===== src/rtl/hd_timing_gen.sv =====
// Beat and phase timing generator for the HD-CPU hardwired controller.
// Produces one-hot beats W[3:1] and phase pulses T1..T3, halts on STOP, restarts on a QD edge.
module hd_timing_gen #(
  parameter int SYNC_STAGES = 2
) (
  input  logic       i_clk,
  input  logic       i_clr,
  input  logic       i_qd,
  input  logic       i_short,
  input  logic       i_long,
  input  logic       i_stop,
  output logic       o_t1,
  output logic       o_t2,
  output logic       o_t3,
  output logic [3:1] o_w,
  output logic       o_run
);

  // A single flop cannot resolve metastability, so fewer than two stages is clamped up.
  localparam int STAGES = (SYNC_STAGES < 2) ? 2 : SYNC_STAGES;

  typedef enum logic [1:0] {
    ST_IDLE,
    ST_T1,
    ST_T2,
    ST_T3
  } state_t;

  state_t            r_state;
  state_t            w_nextState;
  logic [STAGES-1:0] r_sync;
  logic              r_qdPrev;
  logic              w_qdEdge;
  logic              w_beatEnd;
  logic [3:1]        r_beat;
  logic [3:1]        w_nextBeat;

  always_ff @(posedge i_clk) begin
    if (i_clr) begin
      r_sync   <= '0;
      r_qdPrev <= 1'b0;
    end else begin
      r_sync   <= {r_sync[STAGES-2:0], i_qd};
      r_qdPrev <= r_sync[STAGES-1];
    end
  end

  assign w_qdEdge = r_sync[STAGES-1] & ~r_qdPrev;

  always_ff @(posedge i_clk) begin
    if (i_clr) begin
      r_state <= ST_IDLE;
    end else begin
      r_state <= w_nextState;
    end
  end

  // A QD edge only matters while idle; on a running machine it is dropped, not queued.
  always_comb begin
    w_nextState = r_state;
    w_beatEnd   = 1'b0;
    case (r_state)
      ST_IDLE: begin
        if (w_qdEdge) begin
          w_nextState = ST_T1;
        end
      end
      ST_T1: w_nextState = ST_T2;
      ST_T2: w_nextState = ST_T3;
      ST_T3: begin
        w_beatEnd   = 1'b1;
        w_nextState = i_stop ? ST_IDLE : ST_T1;
      end
      default: w_nextState = ST_IDLE;
    endcase
  end

  // Any encoding other than W1/W2 (including a corrupted one) falls back to W1.
  always_comb begin
    w_nextBeat = 3'b001;
    case (r_beat)
      3'b001:  w_nextBeat = i_short ? 3'b001 : 3'b010;
      3'b010:  w_nextBeat = i_long  ? 3'b100 : 3'b001;
      default: w_nextBeat = 3'b001;
    endcase
  end

  always_ff @(posedge i_clk) begin
    if (i_clr) begin
      r_beat <= 3'b001;
    end else if (w_beatEnd) begin
      r_beat <= w_nextBeat;
    end
  end

  assign o_run = (r_state != ST_IDLE);
  assign o_t1  = (r_state == ST_T1);
  assign o_t2  = (r_state == ST_T2);
  assign o_t3  = (r_state == ST_T3);
  assign o_w   = r_beat;

endmodule


===== config.mk =====
export PLATFORM = sky130hd
export DESIGN_NAME = hd_timing_gen
export DESIGN_NICKNAME = d
export VERILOG_FILES = /design/src/rtl/hd_timing_gen.sv
export SDC_FILE = /design/constraint.sdc
export NUM_CORES = 1
export LEC_CHECK = 0
export BUFFER_PORTS_ARGS = -buffer_cell sky130_fd_sc_hd__buf_2
export CAP_MARGIN = 20
export CORE_MARGIN = 2
export CORE_UTILIZATION = 28
export CTS_CLUSTER_SIZE = 14
export DETAILED_ROUTE_END_ITERATION = 12
export RECOVER_POWER = 25
export SLEW_MARGIN = 20
export SYNTH_ARGS = -nofsm -noshare
export SYNTH_HDL_FRONTEND = slang
export SYNTH_SLANG_ARGS = --single-unit

===== constraint.sdc =====
create_clock -name i_clk -period 3.2 [get_ports i_clk]
set_input_delay 0.64 -clock i_clk [delete_from_list [all_inputs] [get_ports i_clk]]
set_output_delay 0.64 -clock i_clk [all_outputs]
set_load 0.02 [all_outputs]

; ---- Yosys cells after proc, flatten, opt, wreduce, memory -nomap -nowiden
; Cells that the tools add are included.
[word_totals]
reg_bits = 8
word_cells = 21
inputBits = 6
output_inout_bits = 7
[classes]
bitwise_logic = 2
n_mux = 7
n_reduce_logical = 2
n_eq_ne = 6
[ops]
columns = operator, count
row1 = $pmux 2 s4, 1
row2 = $pmux 3 s2, 1
row3 = $eq 2x2->1 const B, 2
row4 = $mux 2, 2
row5 = $eq 3x1->1 const B, 1
row6 = $eq 3x2->1 const B, 1
row7 = $mux 3, 1
row8 = $eq 2x1->1 const B, 1
row9 = $logic_not 2->1, 1
row10 = $mux 1, 2
row11 = $ne 2x2->1 const B, 1
row12 = $reduce_bool 2->1, 1
row13 = $and 1x1->1, 1
row14 = $not 1->1, 1

; ---- Depth between registers and ports, before layout
; Gate-level depths: netlist (run 1).
[logic_depth]
word_depth = 4
depth_mapped = 5

; ---- Worst setup path before layout (run 1)
; Ideal clock, no wire load.
[synth_timing]
path_type = register to output
from = register r_state[0]
to = output port o_run
arrival_time_ns = 0.754
setup_slack_ns = 1.806
path_stages_with_launch = 4
required_ns = 2.560
n_path_buf = 0
cell_sequence = dfxtp_1 > inv_1 > ha_1 > inv_2
[synth_between]
elab_chain_len = 1
[synth_lines]
columns = element, line_no
row1 = "start, declared", 29  ; state_t r_state;
row2 = "start signal, assigned", 54  ; r_state <= w_nextState;
row3 = $reduce_bool 2->1, 96  ; assign o_run = (r_state != ST_IDLE);
row4 = "end, declared", 16  ; output logic o_run
; No other way between the ends.

; ---- Final worst setup path (run 1)
[layout_timing]
from = register r_state[1]
to = output port o_run
; Same word-level chain as after synthesis.

==> impl_metrics.env, run 1 <==
export IMPL_status="complete, no violations"
export IMPL_fin_crit_sh_pct=57.5
export IMPL_hpwl_um=505
export IMPL_fmax_mhz=544
export IMPL_wl_um=658
export IMPL_finish_utilization_pct=38.0
export IMPL_antenna_found_initial=0
export IMPL_yosys_warnings=0
export IMPL_gp_congestion=0.679
export IMPL_setup_viol=0
export IMPL_crit_buf_inv=3
export IMPL_grt_pass1_vias=277
export IMPL_fin_cells=71
export IMPL_dr_total_vias=307
export IMPL_drc=0
export IMPL_min_period_ns=1.84
export IMPL_r2r_slack_ns=1.95
export IMPL_fill_cells=142
export IMPL_drtAntennaViolNets=0
export IMPL_fp_dieArea_sq_um=1750
export IMPL_grt_overflow=0
export IMPL_grtUsageMet1_pct=11.1
export IMPL_synth_seq_cells=8
export IMPL_crit_chain="inv_1, ha_1, inv_2, buf_2"
export IMPL_power_density_nw_per_um2=647
export IMPL_final_common_cell="buf_2"
export IMPL_setup_tns_ns=0
export IMPL_cts_buffer_depth=2
export IMPL_cts_setup_buffers=0
export IMPL_crit_fanout=4
export IMPL_finalHoldViolCount=0
export IMPL_r2r_start="r_state[0]"
export IMPL_cp_start_kind="register"
export IMPL_max_stage_delay_ns=0.38
export IMPL_htreeDepth=1
export IMPL_die_w_um=41.8
export IMPL_path_delay_family="flip-flops"
export IMPL_min_from="r_sync[0]"
export IMPL_die_h_um=41.8
export IMPL_numCtsBuffers=3
export IMPL_netlist_instances=41
export IMPL_crit_type="reg -> out"
export IMPL_dp_cells=68
export IMPL_drive_gt1_share_pct=30.4
export IMPL_vias_per_cell=4.32
export IMPL_synth_distinct_cells=20
export IMPL_n_antenna_cell=0
export IMPL_grt_max_degree=9
export IMPL_cts_hold_buf=0
export IMPL_firstDrtPassIters=3
export IMPL_ys_seq_area_share_pct=40.0
export IMPL_cts_resized=0
export IMPL_use_met3_pct=4.35
export IMPL_hold_end="r_sync[1]"
export IMPL_wl_per_cell_um=9.27
export IMPL_max_slew_margin_pct=77.2
export IMPL_grt_pass1_wl_um=1140
export IMPL_syn_area_sq_um=400
export IMPL_area_growth_pct=25.0
export IMPL_clockRootBuffer="clkbuf_4"
export IMPL_reg2reg_depth=5
export IMPL_hold_depth=1
export IMPL_skew_ns=0.00797
export IMPL_drt_iter0_drc=3
export IMPL_fp_row_count=13
export IMPL_insertion_delay_ns=0.25
export IMPL_worstHoldPathType="reg -> reg"
export IMPL_initial_core_util_pct=30.4
export IMPL_design_core_area_sq_um=1320
export IMPL_tightest_slew_ns=0.342
export IMPL_end_kind="output pin"
export IMPL_cts_sinks=8
export IMPL_grtUsageTotal_pct=8.88
export IMPL_avgSynthCellArea_sq_um=9.77
export IMPL_arrival_ns=1.20
export IMPL_port_buffers=12
export IMPL_rsz0062_at_grt="no"
export IMPL_grt_use_met2_pct=11.9
export IMPL_vdd_drop_max_uv=344
export IMPL_async_flop_share_pct=0
export IMPL_ioPinCount=13
export IMPL_drv_cap=0
export IMPL_p_leak_nw=0.229
export IMPL_critPathSlowestCell="dfxtp_1"
export IMPL_clk_pin_slew_ns=0.05
export IMPL_r2r_end="r_state[1]"
export IMPL_cts_tree="built"
export IMPL_final_cell_mix="buf_2 (11), dfxtp_1 (8), ha_1 (5)"
export IMPL_grt_most_used_layer="met2"
export IMPL_final_nets=69
export IMPL_synth_fp_nets=52
export IMPL_final_max_slew_viol_count=0
export IMPL_worstPathRequired_ns=2.56
export IMPL_synth_flop_cell="dfxtp_1"
export IMPL_synth_edff_count=0
## per-stage QoR
step / setup slack, ns / power (mW) / hold slack, ns / cell area [sq um]
2_1_floorplan: 1.81 / 0.220 / 0.414 / 400
4_1_cts: 1.35 / 0.330 / 0.448 / 502
5_1_grt: 1.28 / 0.353 / 0.481 / 500
6_report: 1.36 / 0.324 / 0.443 / 500
3_5_place_dp: 1.63 / 0.253 / 0.437 / 479
3_3_place_gp: 1.65 / 0.253 / 0.425 / 479
## metal layers
layer	routed length [um]	vias to the layer above
met5	0	-
met4	13	0
met3	40	2
met2	279	8
met1	323	128
li1	-	169
## kinds of logic (layout without fill, tap and decap cells)
family                   Yosys count  after routing  synth area share (%)
flip-flops                         8              8                  40.0
AND/OR/NAND/NOR                   15             15                  25.3
buffers and inverters              4             19                  3.75
multiplexers                       1              1                  2.50
AO/OA/AOI/OAI                      8              8                  12.8
adder cells (fa/ha/maj)            5              5                  15.6
## flip-flops by register name, summed over array words and instances, names as in the netlist
register,flops
r_sync,2
o_w,3
r_qdPrev,1
r_state,2
## area by class of cell
| type | count | area (sq um) | area share, % |
|---|---|---|---|
| sequential | 8 | 160 | 32.0 |
| clock buffer | 3 | 22.5 | 4.50 |
| timing repair buffer | 12 | 58.8 | 11.8 |
| inverter | 4 | 15.0 | 3.00 |
| multi-input combinational | 29 | 225 | 45.0 |
| tap | 15 | 18.8 | 3.75 |
## worst max path at each step
| stage | from | to | slack (ns) | cells past startpoint |
|---|---|---|---|---|
| after global placement | r_state[0] | o_run | 1.65 | 4 |
| after floorplan | r_state[0] | o_run | 1.81 | 3 |
| after detailed placement | r_state[1] | o_run | 1.63 | 4 |
| after CTS | r_state[1] | o_run | 1.35 | 4 |
| after global routing | r_state[1] | o_run | 1.28 | 4 |
| final | r_state[1] | o_run | 1.36 | 4 |
## worst register-to-register path, stage by stage, from the launching register on
cell	delay (ns)
dfxtp_1	0.32
inv_1	0.14
ha_1	0.21
inv_2	0.06
or3_1	0.34
a21oi_1	0.12
## cells in the mapped netlist (2+ instances only)
master / count / area (sq um)
dfxtp_1: 8 / 160
ha_1: 5 / 62.6
nor2b_1: 4 / 25.0
inv_1: 3 / 11.3
nand2b_1: 3 / 18.8
nor2_1: 3 / 11.3
o21ai_1: 2 / 10.0
## power breakdown
group	switching (mW)	internal, mW
Sequential	0.00999	0.112
Clock	0.0311	0.0427
Combinational	0.0793	0.0486
No activity file was read; power rests on OpenSTA's default activity.
==> inputs of run 2 (changes only) <==
ABC_AREA = 1   (was default)
clock period = 1.91 ns   (was 3.2 ns; I/O delays follow)
==> run 2 against run 1 <==
- global-route usage is 0.25 points higher
- setup slack worse by 1.0 ns
- wire length is 0.30% lower
- cell count is 9.9% higher
- hold slack worse by 0.095 ns
- first-iteration DRC count is 100% lower
- largest cell class unchanged
- largest power group is now sequential cells
- highest routed layer is now met3
==> impl_metrics.env, run 2 <==
export IMPL_cts_resized=0
export IMPL_gp_congestion=0.720
export IMPL_clk_pin_slew_ns=0.05
export IMPL_hold_slack_ns=0.349
export IMPL_fp_row_count=13
export IMPL_final_max_slew_viol_count=0
export IMPL_drt_iter0_drc=0
export IMPL_ys_top_cells_by_count="inv_1 (10), dfxtp_1 (8), nand2_1 (8)"
export IMPL_grtUsageTotal_pct=9.13
export IMPL_rsz0062_at_grt="no"
export IMPL_fill_cells=138
export IMPL_die_w_um=41.0
export IMPL_synth_xor_xnor_area_share_pct=0
export IMPL_power_density_nw_per_um2=1130
export IMPL_grt_max_degree=9
export IMPL_firstDrtPassIters=1
export IMPL_pre_cts_ws_ns=0.601
export IMPL_async_flop_share_pct=0
export IMPL_design_core_area_sq_um=1280
export IMPL_crit_fanout=5
export IMPL_worstPathRequired_ns=1.53
export IMPL_min_period_ns=1.57
export IMPL_setup_tns_ns=0
export IMPL_final_nets=76
export IMPL_power_switching_mw=0.208
export IMPL_cts_buffer_depth=2
export IMPL_synth_compound_area_share_pct=11.4
export IMPL_fp_dieArea_sq_um=1680
export IMPL_switching_share_pct=38.2
export IMPL_grt_pass1_wl_um=945
export IMPL_fmax_mhz=637
export IMPL_pwr_share_comb_pct=38.6
export IMPL_wl_um=656
export IMPL_grt_most_used_layer="met2"
export IMPL_cts_sinks=8
export IMPL_synth_fa_ha_area_share_pct=16.3
export IMPL_setup_viol=0
export IMPL_area_growth_pct=26.1
export IMPL_numCtsBuffers=3
export IMPL_hpwl_um=515
export IMPL_final_common_cell="buf_2"
export IMPL_cts_setup_buffers=0
export IMPL_worstHoldPathType="in -> reg"
export IMPL_pwr_share_seq_pct=38.9
export IMPL_avgSynthCellArea_sq_um=7.98
export IMPL_grtUsageMet1_pct=10.6
export IMPL_insertion_delay_ns=0.25
export IMPL_use_met3_pct=4.89
export IMPL_cts_tree="built"
export IMPL_drc=0
export IMPL_status="complete, no violations"
export IMPL_p_leak_nw=0.239
export IMPL_cp_start_kind="register"
export IMPL_max_slew_margin_pct=78.6
export IMPL_vdd_drop_max_uv=381
export IMPL_ys_seq_area_share_pct=41.8
export IMPL_grt_pass1_vias=262
export IMPL_synth_fp_nets=59
export IMPL_die_h_um=41.0
export IMPL_grt_use_met2_pct=13.3
export IMPL_wl_per_cell_um=8.41
export IMPL_setup_ws_ns=0.339
export IMPL_synth_distinct_cells=12
export IMPL_finish_utilization_pct=37.6
export IMPL_antenna_found_initial=0
export IMPL_final_cell_mix="buf_2 (11), inv_1 (10), nand2_1 (8), dfxtp_1 (8)"
export IMPL_drtAntennaViolNets=0
export IMPL_htreeDepth=1
export IMPL_synth_mux_area_share_pct=0
export IMPL_vias_per_cell=4.12
export IMPL_yosys_warnings=0
export IMPL_yosys_area_top_type="dfxtp_1"
export IMPL_arrival_ns=1.19
export IMPL_synth_simple_area_share_pct=20.6
export IMPL_synth_flop_cell="dfxtp_1"
export IMPL_synth_area_leaders="dfxtp_1 (42%), ha_1 (16%), inv_1 (9.8%), nand2_1 (7.8%), a21oi_1 (5.2%)"
export IMPL_finalHoldViolCount=0
export IMPL_tightest_slew_ns=0.321
export IMPL_syn_area_sq_um=383
export IMPL_p_int_mw=0.337
export IMPL_synth_seq_cells=8
export IMPL_largest_reg_flops=3
export IMPL_clockRootBuffer="clkbuf_4"
export IMPL_netlist_instances=48
export IMPL_drv_cap=0
export IMPL_end_kind="output pin"
export IMPL_initial_core_util_pct=29.8
export IMPL_dr_total_vias=321
export IMPL_crit_type="reg -> out"
export IMPL_cts_hold_buf=0
export IMPL_port_buffers=12
export IMPL_skew_ns=0.00417
export IMPL_yosysMostFrequentCell="inv_1"
export IMPL_grt_overflow=0
export IMPL_clkPwrFrac_pct=22.5
export IMPL_ioPinCount=13
export IMPL_fin_crit_sh_pct=82.2
export IMPL_drive_gt1_share_pct=25.4
export IMPL_synth_top_family_by_area="simple AND/OR/NAND/NOR gates"
export IMPL_n_antenna_cell=0
export IMPL_synth_top_cell_area_share_pct=41.8
export IMPL_synth_edff_count=0
[run 2: cell count changes after synthesis, sizes merged, moves of 2 or more]
| cell | delta |
|---|---|
| a21oi | +4 |
| inv | +6 |
| nand2 | +7 |
| nand2b | -3 |
| nand3 | +2 |
| nor2 | +2 |
| nor2b | -5 |
[run 2: per-stage QoR]
stage | cells | area [sq um] | power (mW)
2_1_floorplan | 48 | 383 | 0.372
3_3_place_gp | 75 | 462 | 0.423
3_5_place_dp | 75 | 462 | 0.427
4_1_cts | 78 | 484 | 0.555
5_1_grt | 78 | 483 | 0.592
6_report | 78 | 483 | 0.545
[run 2: critical path: stages, from the launching register on]
cell     delay [ns]
dfxtp_1        0.40
inv_1          0.10
ha_1           0.24
inv_1          0.05
buf_2          0.15
[run 2: final timing paths]
kind | to | startpoint | slack, ns | cells past startpoint
setup / recovery | o_run | r_state[0] | 0.34 | 4
hold / removal | r_sync[0] | i_qd | 0.35 | 3
setup reg to reg | r_state[0] | r_state[0] | 0.74 | 6
hold reg to reg | r_sync[1] | r_sync[0] | 0.41 | 2
[run 2: cells by family (layout without fill, tap and decap cells)]
family                   after synthesis  after routing
AO/OA/AOI/OAI                          8              8
AND/OR/NAND/NOR                       17             17
flip-flops                             8              8
adder cells (fa/ha/maj)                5              5
buffers and inverters                 10             25
[run 2: cell type report]
type | instances | area (sq um) | share of cell area (%)
Multi-Input combinational cell | 30 | 185 | 38.3
Sequential cell | 8 | 160 | 33.2
Timing Repair Buffer | 12 | 58.8 | 12.2
Inverter | 10 | 37.5 | 7.77
Clock buffer | 3 | 22.5 | 4.66
Tap cell | 15 | 18.8 | 3.89
[run 2: power groups by stage]
stage | combinational (mW) | clock [mW] | sequential (mW)
after floorplan | 0.157 | 0 | 0.216
after global placement | 0.209 | 0 | 0.214
after detailed placement | 0.212 | 0 | 0.215
after CTS | 0.213 | 0.130 | 0.212
after global routing | 0.235 | 0.141 | 0.215
final | 0.210 | 0.123 | 0.212
[run 2: layer usage]
layer / vias to the layer above / wire (um)
met1: 138 / 329
met4: 0 / 0
met5: - / 0
met3: 0 / 18
met2: 4 / 307
li1: 179 / -
